$ cat src/rtl/imem_loader_pkg.sv
// Shared constants for the instruction-memory program loader.
//   BYTES_PER_WORD : stream bytes packed into one instruction word
//   LANE_W         : width of the byte-lane counter inside a word
//   WORD_W         : packed word width in bits
//   ST_*           : loader FSM state encodings
package imem_loader_pkg;

   localparam int unsigned BYTES_PER_WORD = 4;
   localparam int unsigned LANE_W         = $clog2(BYTES_PER_WORD);
   localparam int unsigned WORD_W         = 8 * BYTES_PER_WORD;
   localparam int unsigned STATE_W        = 3;

   // Loader FSM states
   localparam logic [STATE_W-1:0] ST_IDLE  = 3'd0;
   localparam logic [STATE_W-1:0] ST_LEN   = 3'd1;
   localparam logic [STATE_W-1:0] ST_DATA  = 3'd2;
   localparam logic [STATE_W-1:0] ST_WRITE = 3'd3;
   localparam logic [STATE_W-1:0] ST_DONE  = 3'd4;
   localparam logic [STATE_W-1:0] ST_ERR   = 3'd5;

endpackage : imem_loader_pkg

$ cat src/rtl/imem_loader_word_packer.sv
// Little-endian byte-to-word packer shared by the length and data phases.
// Ports:
//   clk_i, rst_ni : clock, async active-low reset
//   clear_i       : restart packing at lane 0 with an all-zero word
//   strobe_i      : byte_i is accepted this cycle
//   byte_i        : stream byte, lane k lands in bits [8k+7:8k]
//   word_c_o      : current word with this cycle's byte already merged
//   last_c_o      : this cycle's byte completes a word
module word_packer
   import imem_loader_pkg::*;
(
   input  logic              clk_i,
   input  logic              rst_ni,
   input  logic              clear_i,
   input  logic              strobe_i,
   input  logic [7:0]        byte_i,
   output logic [WORD_W-1:0] word_c_o,
   output logic              last_c_o
);

   logic [LANE_W-1:0] lane_q, lane_d;
   logic [WORD_W-1:0] word_q, word_d;

   // Merge the incoming byte into its lane; lane counter wraps after a full word
   always_comb begin
      lane_d = lane_q;
      word_d = word_q;
      if (clear_i) begin
         lane_d = '0;
         word_d = '0;
      end else if (strobe_i) begin
         word_d[{lane_q, 3'b000} +: 8] = byte_i;
         lane_d                        = lane_q + LANE_W'(1);
      end
   end

   always_ff @(posedge clk_i or negedge rst_ni) begin
      if (!rst_ni) begin
         lane_q <= '0;
         word_q <= '0;
      end else begin
         lane_q <= lane_d;
         word_q <= word_d;
      end
   end

   // The merged view lets the caller act on a word in the same cycle its last byte arrives
   assign word_c_o = word_d;
   assign last_c_o = strobe_i && !clear_i && (lane_q == LANE_W'(BYTES_PER_WORD - 1));

endmodule : word_packer

$ cat src/rtl/imem_loader.sv
// Byte-stream program loader: receives a length-prefixed little-endian byte
// stream, packs it into words, writes them into instruction memory and holds
// the core in reset until the whole program has been loaded.
// Ports:
//   clk_i, rst_ni      : clock, async active-low reset
//   start_i            : begin a load (honoured in IDLE, DONE, ERR)
//   byte_valid_i/byte_i: stream byte and its valid
//   byte_ready_o       : loader accepts a byte this cycle (LEN/DATA)
//   imem_we_o          : one-cycle instruction memory write strobe
//   imem_addr_o        : write byte address, BASE_ADDR + 4*index
//   imem_wdata_o       : assembled instruction word
//   cpu_rst_o          : active-high core reset, low only in DONE
//   busy_o             : load in progress (LEN, DATA, WRITE)
//   done_o             : last load completed
//   err_o              : last load rejected, length exceeded DEPTH_WORDS
module imem_loader
   import imem_loader_pkg::*;
#(
   parameter int unsigned           ADDR_WIDTH  = 32,
   parameter int unsigned           DATA_WIDTH  = 32,
   parameter int unsigned           DEPTH_WORDS = 1024,
   parameter logic [ADDR_WIDTH-1:0] BASE_ADDR   = '0
) (
   input  logic                  clk_i,
   input  logic                  rst_ni,
   input  logic                  start_i,
   input  logic                  byte_valid_i,
   input  logic [7:0]            byte_i,
   output logic                  byte_ready_o,
   output logic                  imem_we_o,
   output logic [ADDR_WIDTH-1:0] imem_addr_o,
   output logic [DATA_WIDTH-1:0] imem_wdata_o,
   output logic                  cpu_rst_o,
   output logic                  busy_o,
   output logic                  done_o,
   output logic                  err_o
);

   localparam int unsigned CNT_W   = 32;
   localparam logic [CNT_W-1:0] DEPTH_N = CNT_W'(DEPTH_WORDS);

   logic [STATE_W-1:0]    state_q, state_d;
   logic [CNT_W-1:0]      idx_q, idx_d;
   logic [CNT_W-1:0]      len_q, len_d;
   logic [ADDR_WIDTH-1:0] addr_q, addr_d;
   logic [DATA_WIDTH-1:0] wdata_q, wdata_d;
   logic                  ready_q, ready_d;
   logic                  we_q, we_d;
   logic                  cpu_rst_q, cpu_rst_d;
   logic                  busy_q, busy_d;
   logic                  done_q, done_d;
   logic                  err_q, err_d;

   logic                  pk_clear_c;
   logic                  pk_strobe_c;
   logic [WORD_W-1:0]     pk_word_c;
   logic                  pk_last_c;

   // ready_q is high exactly in LEN/DATA, so this is the byte handshake
   assign pk_strobe_c = byte_valid_i && ready_q;

   word_packer u_packer (
      .clk_i    (clk_i),
      .rst_ni   (rst_ni),
      .clear_i  (pk_clear_c),
      .strobe_i (pk_strobe_c),
      .byte_i   (byte_i),
      .word_c_o (pk_word_c),
      .last_c_o (pk_last_c)
   );

   // Next-state, counters and registered-output next values
   always_comb begin
      state_d    = state_q;
      idx_d      = idx_q;
      len_d      = len_q;
      addr_d     = addr_q;
      wdata_d    = wdata_q;
      pk_clear_c = 1'b0;

      case (state_q)
         ST_IDLE, ST_DONE, ST_ERR: begin
            if (start_i) begin
               state_d    = ST_LEN;
               idx_d      = '0;
               len_d      = '0;
               pk_clear_c = 1'b1;
            end
         end
         ST_LEN: begin
            if (pk_last_c) begin
               len_d = CNT_W'(pk_word_c);
               if (CNT_W'(pk_word_c) == '0) begin
                  state_d = ST_DONE;
               end else if (CNT_W'(pk_word_c) > DEPTH_N) begin
                  state_d = ST_ERR;
               end else begin
                  state_d = ST_DATA;
               end
            end
         end
         ST_DATA: begin
            if (pk_last_c) begin
               state_d = ST_WRITE;
               // Address wraps modulo 2^ADDR_WIDTH
               addr_d  = BASE_ADDR + (ADDR_WIDTH'(idx_q) << 2);
               wdata_d = DATA_WIDTH'(pk_word_c);
            end
         end
         ST_WRITE: begin
            idx_d   = idx_q + CNT_W'(1);
            state_d = (idx_q == len_q - CNT_W'(1)) ? ST_DONE : ST_DATA;
         end
         default: begin
            state_d = ST_IDLE;
         end
      endcase

      // Status outputs track the state being entered so they align with it
      ready_d   = (state_d == ST_LEN) || (state_d == ST_DATA);
      we_d      = (state_d == ST_WRITE);
      busy_d    = (state_d == ST_LEN) || (state_d == ST_DATA) || (state_d == ST_WRITE);
      done_d    = (state_d == ST_DONE);
      err_d     = (state_d == ST_ERR);
      cpu_rst_d = (state_d != ST_DONE);
   end

   always_ff @(posedge clk_i or negedge rst_ni) begin
      if (!rst_ni) begin
         state_q   <= ST_IDLE;
         idx_q     <= '0;
         len_q     <= '0;
         addr_q    <= '0;
         wdata_q   <= '0;
         ready_q   <= 1'b0;
         we_q      <= 1'b0;
         cpu_rst_q <= 1'b1;
         busy_q    <= 1'b0;
         done_q    <= 1'b0;
         err_q     <= 1'b0;
      end else begin
         state_q   <= state_d;
         idx_q     <= idx_d;
         len_q     <= len_d;
         addr_q    <= addr_d;
         wdata_q   <= wdata_d;
         ready_q   <= ready_d;
         we_q      <= we_d;
         cpu_rst_q <= cpu_rst_d;
         busy_q    <= busy_d;
         done_q    <= done_d;
         err_q     <= err_d;
      end
   end

   assign byte_ready_o = ready_q;
   assign imem_we_o    = we_q;
   assign imem_addr_o  = addr_q;
   assign imem_wdata_o = wdata_q;
   assign cpu_rst_o    = cpu_rst_q;
   assign busy_o       = busy_q;
   assign done_o       = done_q;
   assign err_o        = err_q;

endmodule : imem_loader

$ cat config.mk
export PLATFORM = sky130hd
export DESIGN_NAME = imem_loader
export DESIGN_NICKNAME = d
export VERILOG_FILES = /design/src/rtl/imem_loader_pkg.sv /design/src/rtl/imem_loader_word_packer.sv /design/src/rtl/imem_loader.sv
export SDC_FILE = /design/constraint.sdc
export NUM_CORES = 1
export LEC_CHECK = 0
export CAP_MARGIN = 20
export CELL_PAD_IN_SITES_DETAIL_PLACEMENT = 1
export CELL_PAD_IN_SITES_GLOBAL_PLACEMENT = 1
export CORE_UTILIZATION = 46
export CTS_BUF_LIST = sky130_fd_sc_hd__clkbuf_8 sky130_fd_sc_hd__clkbuf_16
export DETAILED_ROUTE_END_ITERATION = 10
export PLACE_DENSITY = 0.9
export SETUP_SLACK_MARGIN = 0.4
export SLEW_MARGIN = 10
export SYNTH_ARGS = -nofsm -noshare
export SYNTH_HDL_FRONTEND = slang
export SYNTH_HIERARCHICAL = 1
export SYNTH_SLANG_ARGS = --single-unit
$ cat constraint.sdc
create_clock -name clk_i -period 3.7 [get_ports clk_i]
set_clock_uncertainty 0.15 [all_clocks]
set_input_delay 0.74 -clock clk_i [delete_from_list [all_inputs] [get_ports clk_i]]
set_output_delay 0.74 -clock clk_i [all_outputs]
set_load 0.005 [all_outputs]
Word-level counts from Yosys, hierarchy flattened
Cells that the tools add are included.
{ "totals": {"elab_cells": 68, "reg_bits": 169, "output_inout_bits": 70, "input_bits": 12} }
{ "classes": {"eq_ne": 15, "reduce_logical": 15, "n_lt_le_gt_ge": 1, "n_addsub": 4, "shifts": 2, "mux": 18} }
{ "ops": {"columns": ["cell", "n"], "rows": [
  ["$mux 32", 4],
  ["$pmux 32 s2", 2],
  ["$add 32x1->32 const B", 1],
  ["$bwmux 32", 1],
  ["$eq 32x32->1", 1],
  ["$gt 32x11->1 const B", 1],
  ["$logic_not 32->1", 1],
  ["$shift 8x7->32 const A", 1],
  ["$shiftx 8x7->32", 1],
  ["$sub 32x1->32 const B", 1],
  ["$mux 3", 6],
  ["$eq 3x2->1 const B", 4],
  ["$eq 3x3->1 const B", 4],
  ["$pmux 3 s4", 1],
  ["$neg 5->7", 1],
  ["$eq 3x1->1 const B", 2],
  ["$reduce_bool 2->1", 3],
  ["$mux 2", 2],
  ["$ne 2x2->1 const B", 2],
  ["$reduce_and 2->1", 2],
  ["$logic_and 1x1->1", 3],
  ["$logic_not 3->1", 1],
  ["$ne 3x3->1 const B", 1],
  ["$reduce_and 3->1", 1],
  ["other kinds (6)", 8]
]} }

Depth between registers and ports, before layout
{ "logic_depth": {"word_depth": 13, "ltp_mapped": 14, "ltp_nobuf": 13} }

By module
The synthesis kept the hierarchy.
{ "modules_own_cells": {"columns": ["mod", "seq_area_each_um2", "area_per_inst_um2", "n_inst", "cells_per_inst"], "rows": [
  ["imem_loader", 3379.5, 6782.8, 1, 665],
  ["word_packer", 850.8, 1581.5, 1, 113]
]} }

Worst setup path after synthesis
No wires, ideal clock.
{ "synth_timing": {"kind": "input port to flip-flop", "startpoint": "in start_i", "endpoint": "reg ready_q (netlist: byte_ready_o)", "path_slack_ns": 0.297, "setup_ns": 0.140, "n_path_buf": 1, "required_time_ns": 3.410, "t_arrival_ns": 3.114, "cell_stages": 12, "cell_sequence": "nand3_1 inv_1 nor2b_1 clkbuf_1 a32o_1 or4_1 nor4_1 a211oi_1 or2_2 nand2b_1 nor2_1 nor3_1"} }
{ "synth_between": {"elab_chain_len": 10, "word_cells_on_any_way": 17, "classes_between": "1 x order compare; 2 x eq/ne; 9 x mux; 5 x reduce/logical"} }
{ "synth_rtl": {"columns": ["item", "line_no", "rtl"], "rows": [
  ["start, declared", "imem_loader.sv:26", "input logic start_i,"],
  ["$mux 1 *", "imem_loader.sv:83", "if (start_i) begin"],
  ["$mux 1 *", "imem_loader.sv:81", "case (state_q)"],
  ["named net pk_clear_c", "imem_loader.sv:54", "logic pk_clear_c;"],
  ["$mux 32 *", "imem_loader_word_packer.sv:28", "if (clear_i) begin"],
  ["named net pk_word_c[30]", "imem_loader.sv:56", "logic [WORD_W-1:0] pk_word_c;"],
  ["$gt 32x11->1", "imem_loader.sv:95", "end else if (CNT_W'(pk_word_c) > DEPTH_N) begin"],
  ["$mux 3", "imem_loader.sv:95", null],
  ["$mux 3 *", "imem_loader.sv:93", "if (CNT_W'(pk_word_c) == '0) begin"],
  ["$mux 3 *", "imem_loader.sv:91", "if (pk_last_c) begin"],
  ["$pmux 3 s4 *", "imem_loader.sv:81", null],
  ["named net state_d[0]", "imem_loader.sv:42", "logic [STATE_W-1:0] state_q, state_d;"],
  ["$eq 3x1->1 / $eq 3x2->1 (equally long branches)", "imem_loader.sv:120", "ready_d = (state_d == ST_LEN) || (state_d == ST_DATA);"],
  ["$logic_or 1x1->1 *", "imem_loader.sv:120", null],
  ["named net ready_d", "imem_loader.sv:47", "logic ready_q, ready_d;"],
  ["end signal, assigned", "imem_loader.sv:147", "ready_q <= ready_d;"],
  ["end, declared", "imem_loader.sv:47", null]
]} }
Mark *: on every way through the listed nets, which the timed path passes. The rest lies on a longest branch.
A chain may end at the register's enable or synchronous reset.

Final worst setup path
{ "layout_timing": {"startpoint": "reg state_q[2]", "endpoint": "reg ready_q (netlist: byte_ready_o)"} }
{ "layout_between": {"elab_chain_len": 11, "word_cells_on_any_way": 23, "classes_between": "1 x order compare; 7 x eq/ne; 8 x mux; 7 x reduce/logical"} }
{ "layout_rtl": {"columns": ["item", "line_no", "rtl"], "rows": [
  ["start, declared", "imem_loader.sv:42", null],
  ["start signal, assigned", "imem_loader.sv:142", "state_q <= state_d;"],
  ["$eq 3x3->1 / $logic_not 3->1 (equally long branches)", "imem_loader.sv:81", null],
  ["$reduce_or 3->1 *", "imem_loader.sv:81", null],
  ["$mux 1 *", "imem_loader.sv:81", null],
  ["$mux 32 *", "imem_loader_word_packer.sv:28", null],
  ["named net pk_word_c[19]", "imem_loader.sv:56", null],
  ["$gt 32x11->1", "imem_loader.sv:95", null],
  ["$mux 3", "imem_loader.sv:95", null],
  ["$mux 3 *", "imem_loader.sv:93", null],
  ["$mux 3 *", "imem_loader.sv:91", null],
  ["$pmux 3 s4 *", "imem_loader.sv:81", null],
  ["named net state_d[0]", "imem_loader.sv:42", null],
  ["$eq 3x1->1 / $eq 3x2->1 (equally long branches)", "imem_loader.sv:120", null],
  ["$logic_or 1x1->1 *", "imem_loader.sv:120", null],
  ["named net ready_d", "imem_loader.sv:47", null]
]} }
Marked as above.

==> impl_metrics.xml <==
<?xml version="1.0" encoding="UTF-8"?>
<metrics>
  <group name="floorplanning">
    <metric name="fp.dieH" unit="µm">137</metric>
    <metric name="initial_core_utilization" unit="">0.477</metric>
    <metric name="die_wd" unit="µm">137</metric>
    <metric name="die_area" unit="µm²">18700</metric>
    <metric name="num_rows" unit="">48</metric>
    <metric name="ioPinCount" unit="">82</metric>
    <metric name="placeableCoreArea" unit="µm²">17500</metric>
  </group>
  <group name="timing">
    <metric name="post-route-worst-setup-slack" unit="ns">0.389</metric>
    <metric name="max_freq" unit="MHz">302</metric>
    <metric name="period_needed" unit="ns">3.31</metric>
    <metric name="timing.final.hold_violations" unit="">0</metric>
    <metric name="setup_violations" unit="">0</metric>
    <metric name="worst_pin_slew" unit="ns">0.664</metric>
    <metric name="max_slew_margin" unit="">0.552</metric>
    <metric name="maxSlewViolCount" unit="">0</metric>
    <metric name="final.period_utilization" unit="">0.895</metric>
    <metric name="fin_worst_hold_slack" unit="ns">0.131</metric>
    <metric name="grt_setup_unrepaired" unit="">true</metric>
  </group>
  <group name="placement">
    <metric name="port-buffer-count" unit="">79</metric>
    <metric name="dp_hpwl" unit="µm">17300</metric>
    <metric name="placement.setup.worst_slack" unit="ns">-0.429</metric>
    <metric name="gp_congestion" unit="">0.916</metric>
  </group>
  <group name="grt">
    <metric name="grt_use_met3" unit="">0.0607</metric>
    <metric name="number_of_global_route_vias_before_repair" unit="">7320</metric>
    <metric name="globalRouteMet2Util" unit="">0.486</metric>
    <metric name="grt_antenna_before_repair" unit="">0</metric>
    <metric name="grt_start_max_net_pins" unit="">77</metric>
    <metric name="use_met1" unit="">0.374</metric>
    <metric name="gr_peak_layer" unit="">met2</metric>
    <metric name="grt_first_pass_wirelength" unit="µm">41000</metric>
    <metric name="grt_remaining_overflow" unit="">0</metric>
    <metric name="globalRouteTotalUtil" unit="">0.291</metric>
  </group>
  <group name="finish">
    <metric name="num-nets-final" unit="">938</metric>
    <metric name="layout-area-overhead-vs-synth" unit="%">28.7</metric>
    <metric name="layout-drive-gt1-share" unit="">0.268</metric>
    <metric name="antenna_cells" unit="">0</metric>
  </group>
  <group name="routing">
    <metric name="drt.antenna.violating_nets" unit="">0</metric>
    <metric name="dr.first_iter.drc_count" unit="">509</metric>
    <metric name="wl_per_cell" unit="µm">23.8</metric>
    <metric name="drcViolationCount" unit="">0</metric>
    <metric name="detail_route.vias_per_cell" unit="">6.24</metric>
    <metric name="drtPass1Iterations" unit="">5</metric>
    <metric name="num_vias" unit="">7214</metric>
    <metric name="totalWireLength" unit="µm">27600</metric>
  </group>
  <group name="setup_path">
    <metric name="crit_path_frequent_cell" unit="">nand2b_4</metric>
    <metric name="cp_slowest_stage_delay" unit="ns">0.43</metric>
    <metric name="series_of_cell_instances_along_the_critical_path" unit="">nand2b_4 -&gt; nand3_4 -&gt; clkinvlp_4 -&gt; nand4bb_1 -&gt; o2bb2ai_1 -&gt; nor4_2 -&gt; nand4_1 -&gt; nor4_4 -&gt; a211oi_2 -&gt; or2_2 -&gt; nand2b_4 -&gt; nor2_4 -&gt; nor3_1</metric>
    <metric name="slowest_library_cell_on_the_worst_path" unit="">dfrtp_2</metric>
    <metric name="timing.critical_path.required" unit="ns">3.87</metric>
    <metric name="critPathTopFamily" unit="">simple AND/OR/NAND/NOR gates</metric>
    <metric name="data_arrival_time_of_the_critical_path" unit="ns">3.48</metric>
    <metric name="worstPathBufferInverterCount" unit="">1</metric>
    <metric name="critPathLaunchType" unit="">register</metric>
    <metric name="crit_path_max_fanout" unit="">6</metric>
    <metric name="criticalPathCategory" unit="">reg -&gt; reg</metric>
    <metric name="end_kind" unit="">register</metric>
  </group>
  <group name="clocking">
    <metric name="clk_transition_reported_paths" unit="ns">0.07</metric>
    <metric name="cts_num_sinks" unit="">169</metric>
    <metric name="clk-insertion-delay-late" unit="ns">0.44</metric>
    <metric name="cts_inserted_buffers" unit="">17</metric>
    <metric name="tritoncts_clock_tree" unit="">built</metric>
    <metric name="max-clock-path-buffers" unit="">2</metric>
    <metric name="clock_tree.htree_level_count" unit="">4</metric>
    <metric name="cts_root_buffer" unit="">clkbuf_16</metric>
  </group>
  <group name="yosys">
    <metric name="seq_area_frac_synth" unit="">0.506</metric>
    <metric name="synthesis.area_per_instance" unit="µm²">10.8</metric>
    <metric name="synthTopCellsByCount" unit="">168 x dfrtp_1, 91 x nand2_1, 62 x mux2_2, 60 x o21ai_0, 38 x nand3_1</metric>
    <metric name="synth_top_cell_by_area" unit="">dfrtp_1</metric>
    <metric name="ys.flop_type" unit="">dfrtp_1</metric>
    <metric name="syn_inst" unit="">778</metric>
    <metric name="synthMostInstantiatedCell" unit="">dfrtp_1</metric>
    <metric name="synthDominantCellAreaShare" unit="">0.503</metric>
    <metric name="synth.top_cells.by_area" unit="">dfrtp_1 50%, mux2_2 8.3%, nand2_1 4.1%</metric>
    <metric name="yosys_warnings" unit="">6</metric>
    <metric name="synth.cell_area" unit="µm²">8360</metric>
    <metric name="synth.distinct_cells" unit="">70</metric>
    <metric name="synthArstFlopShare" unit="">1.00</metric>
    <metric name="synth_edf_count" unit="">0</metric>
    <metric name="ys_seq_elements" unit="">169</metric>
  </group>
  <group name="power">
    <metric name="vdd.ir_drop.worst" unit="V">0.000496</metric>
    <metric name="leakage" unit="nW">4.79</metric>
    <metric name="power_density" unit="nW/µm²">846</metric>
  </group>
  <group name="run">
    <metric name="max-cap-violations" unit="">0</metric>
  </group>
  <group name="hold_path">
    <metric name="min_path_type" unit="">in -&gt; async</metric>
  </group>
  <group name="outcome">
    <metric name="run_status" unit="">complete, no violations</metric>
  </group>
</metrics>
## worst register-to-register path: stages (launching register included)
cell	delay, ns
dfrtp_2	0.43
nand2b_4	0.20
nand3_4	0.13
clkinvlp_4	0.18
nand4bb_1	0.25
o2bb2ai_1	0.14
nor4_2	0.36
nand4_1	0.20
nor4_4	0.40
a211oi_2	0.14
or2_2	0.30
nand2b_4	0.16
nor2_4	0.09
nor3_1	0.06
## logic make-up (layout without fill, tap and decap cells)
kind of cell	after synthesis	count (layout)	synth area share
AND/OR/NAND/NOR	285	286	0.189
flip-flops	169	169	0.506
AO/OA/AOI/OAI	155	155	0.130
multiplexers	67	67	0.0896
buffers and inverters	53	205	0.0311
XOR/XNOR	41	41	0.0429
adder cells (fa/ha/maj)	7	7	0.0105
other	1	2	0.000448
## routing by layer
layer,share of wire,routed length (µm)
met1,0.41,11300
met2,0.50,13900
met3,0.055,1520
met4,0.029,796
met5,0,0
## metrics by stage
step / instance area [µm²] / setup TNS (ns) / std cells / utilization / total power (W)
2_1_floorplan: 8370 / 0 / 779 / - / 0.00517
3_3_place_gp: 9820 / -1.00 / 1112 / 0.560 / 0.00636
6_report: 10800 / 0 / 1157 / 0.614 / 0.00911
3_5_place_dp: 9820 / -2.18 / 1112 / 0.560 / 0.00654
4_1_cts: 10500 / 0 / 1146 / 0.601 / 0.00864
5_1_grt: 10800 / 0 / 1157 / 0.614 / 0.00950
## state kept, by name, summed over array words and instances, names as in the netlist
register,flops
err_o,1
cpu_rst_o,1
state_q,3
busy_o,1
idx_q,32
imem_wdata_o,32
done_o,1
imem_addr_o,30
imem_we_o,1
len_q,32
u_packer/word_q,32
u_packer/lane_q,2
byte_ready_o,1
## worst paths after layout
kind                                       start                to  slack (ns)  cells after the start
worst max-delay path                  state_q[2]      byte_ready_o        0.39                     13
worst min-delay path                      rst_ni   imem_wdata_o[2]        0.13                      1
min in group clk_i              imem_wdata_o[22]  imem_wdata_o[22]        0.36                      1
worst max register to register        state_q[2]      byte_ready_o        0.39                     13
worst min register to register  imem_wdata_o[22]  imem_wdata_o[22]        0.36                      1
max in group asynchronous                 rst_ni         idx_q[18]        2.39                      2
## power breakdown
group	switching, W	leakage, nW	internal, W
Combinational	0.00284	2.17	0.00195
Clock	0.000774	0.295	0.00109
Sequential	0.000354	2.33	0.00210
Total	0.00397	4.79	0.00514
## layout make-up
type                            count  area, µm²
Timing Repair Buffer              164       1480
Clock inverter                     13        154
Tap cell                          225        282
Sequential cell                   169       4230
Multi-Input combinational cell    558       4120
Inverter                            8       37.5
Fill cell                        1853       6770
Timing Repair inverter              1       7.51
Clock buffer                       19        453
## cell usage in the layout, fill, tap and decap left out, types with 8 or more instances in the layout
cell,synthesis,final
a32o_1,24,20
o21ai_0,60,59
buf_4,3,82
xnor2_1,31,31
clkdlybuf4s50_1,0,76
nand2_1,91,91
mux2_2,62,62
and3_1,8,8
nor3_1,9,9
a31oi_1,9,9
clkbuf_16,0,17
nor2b_1,15,15
a21oi_1,13,11
dfrtp_1,168,165
nand3_1,38,36
nand4_1,18,18
nor2_1,30,28
xor2_1,10,9
## what timing repair did
action / CTS / global route
resized for setup: 25 / 32
endpoints found under the setup margin: 7 / 7
pin swaps: 5 / 13
hold buffers: 0 / 0
cloned: 1 / 1
buffers inserted: 1 / 9
Note: power is estimated with default switching activity, not from simulation.
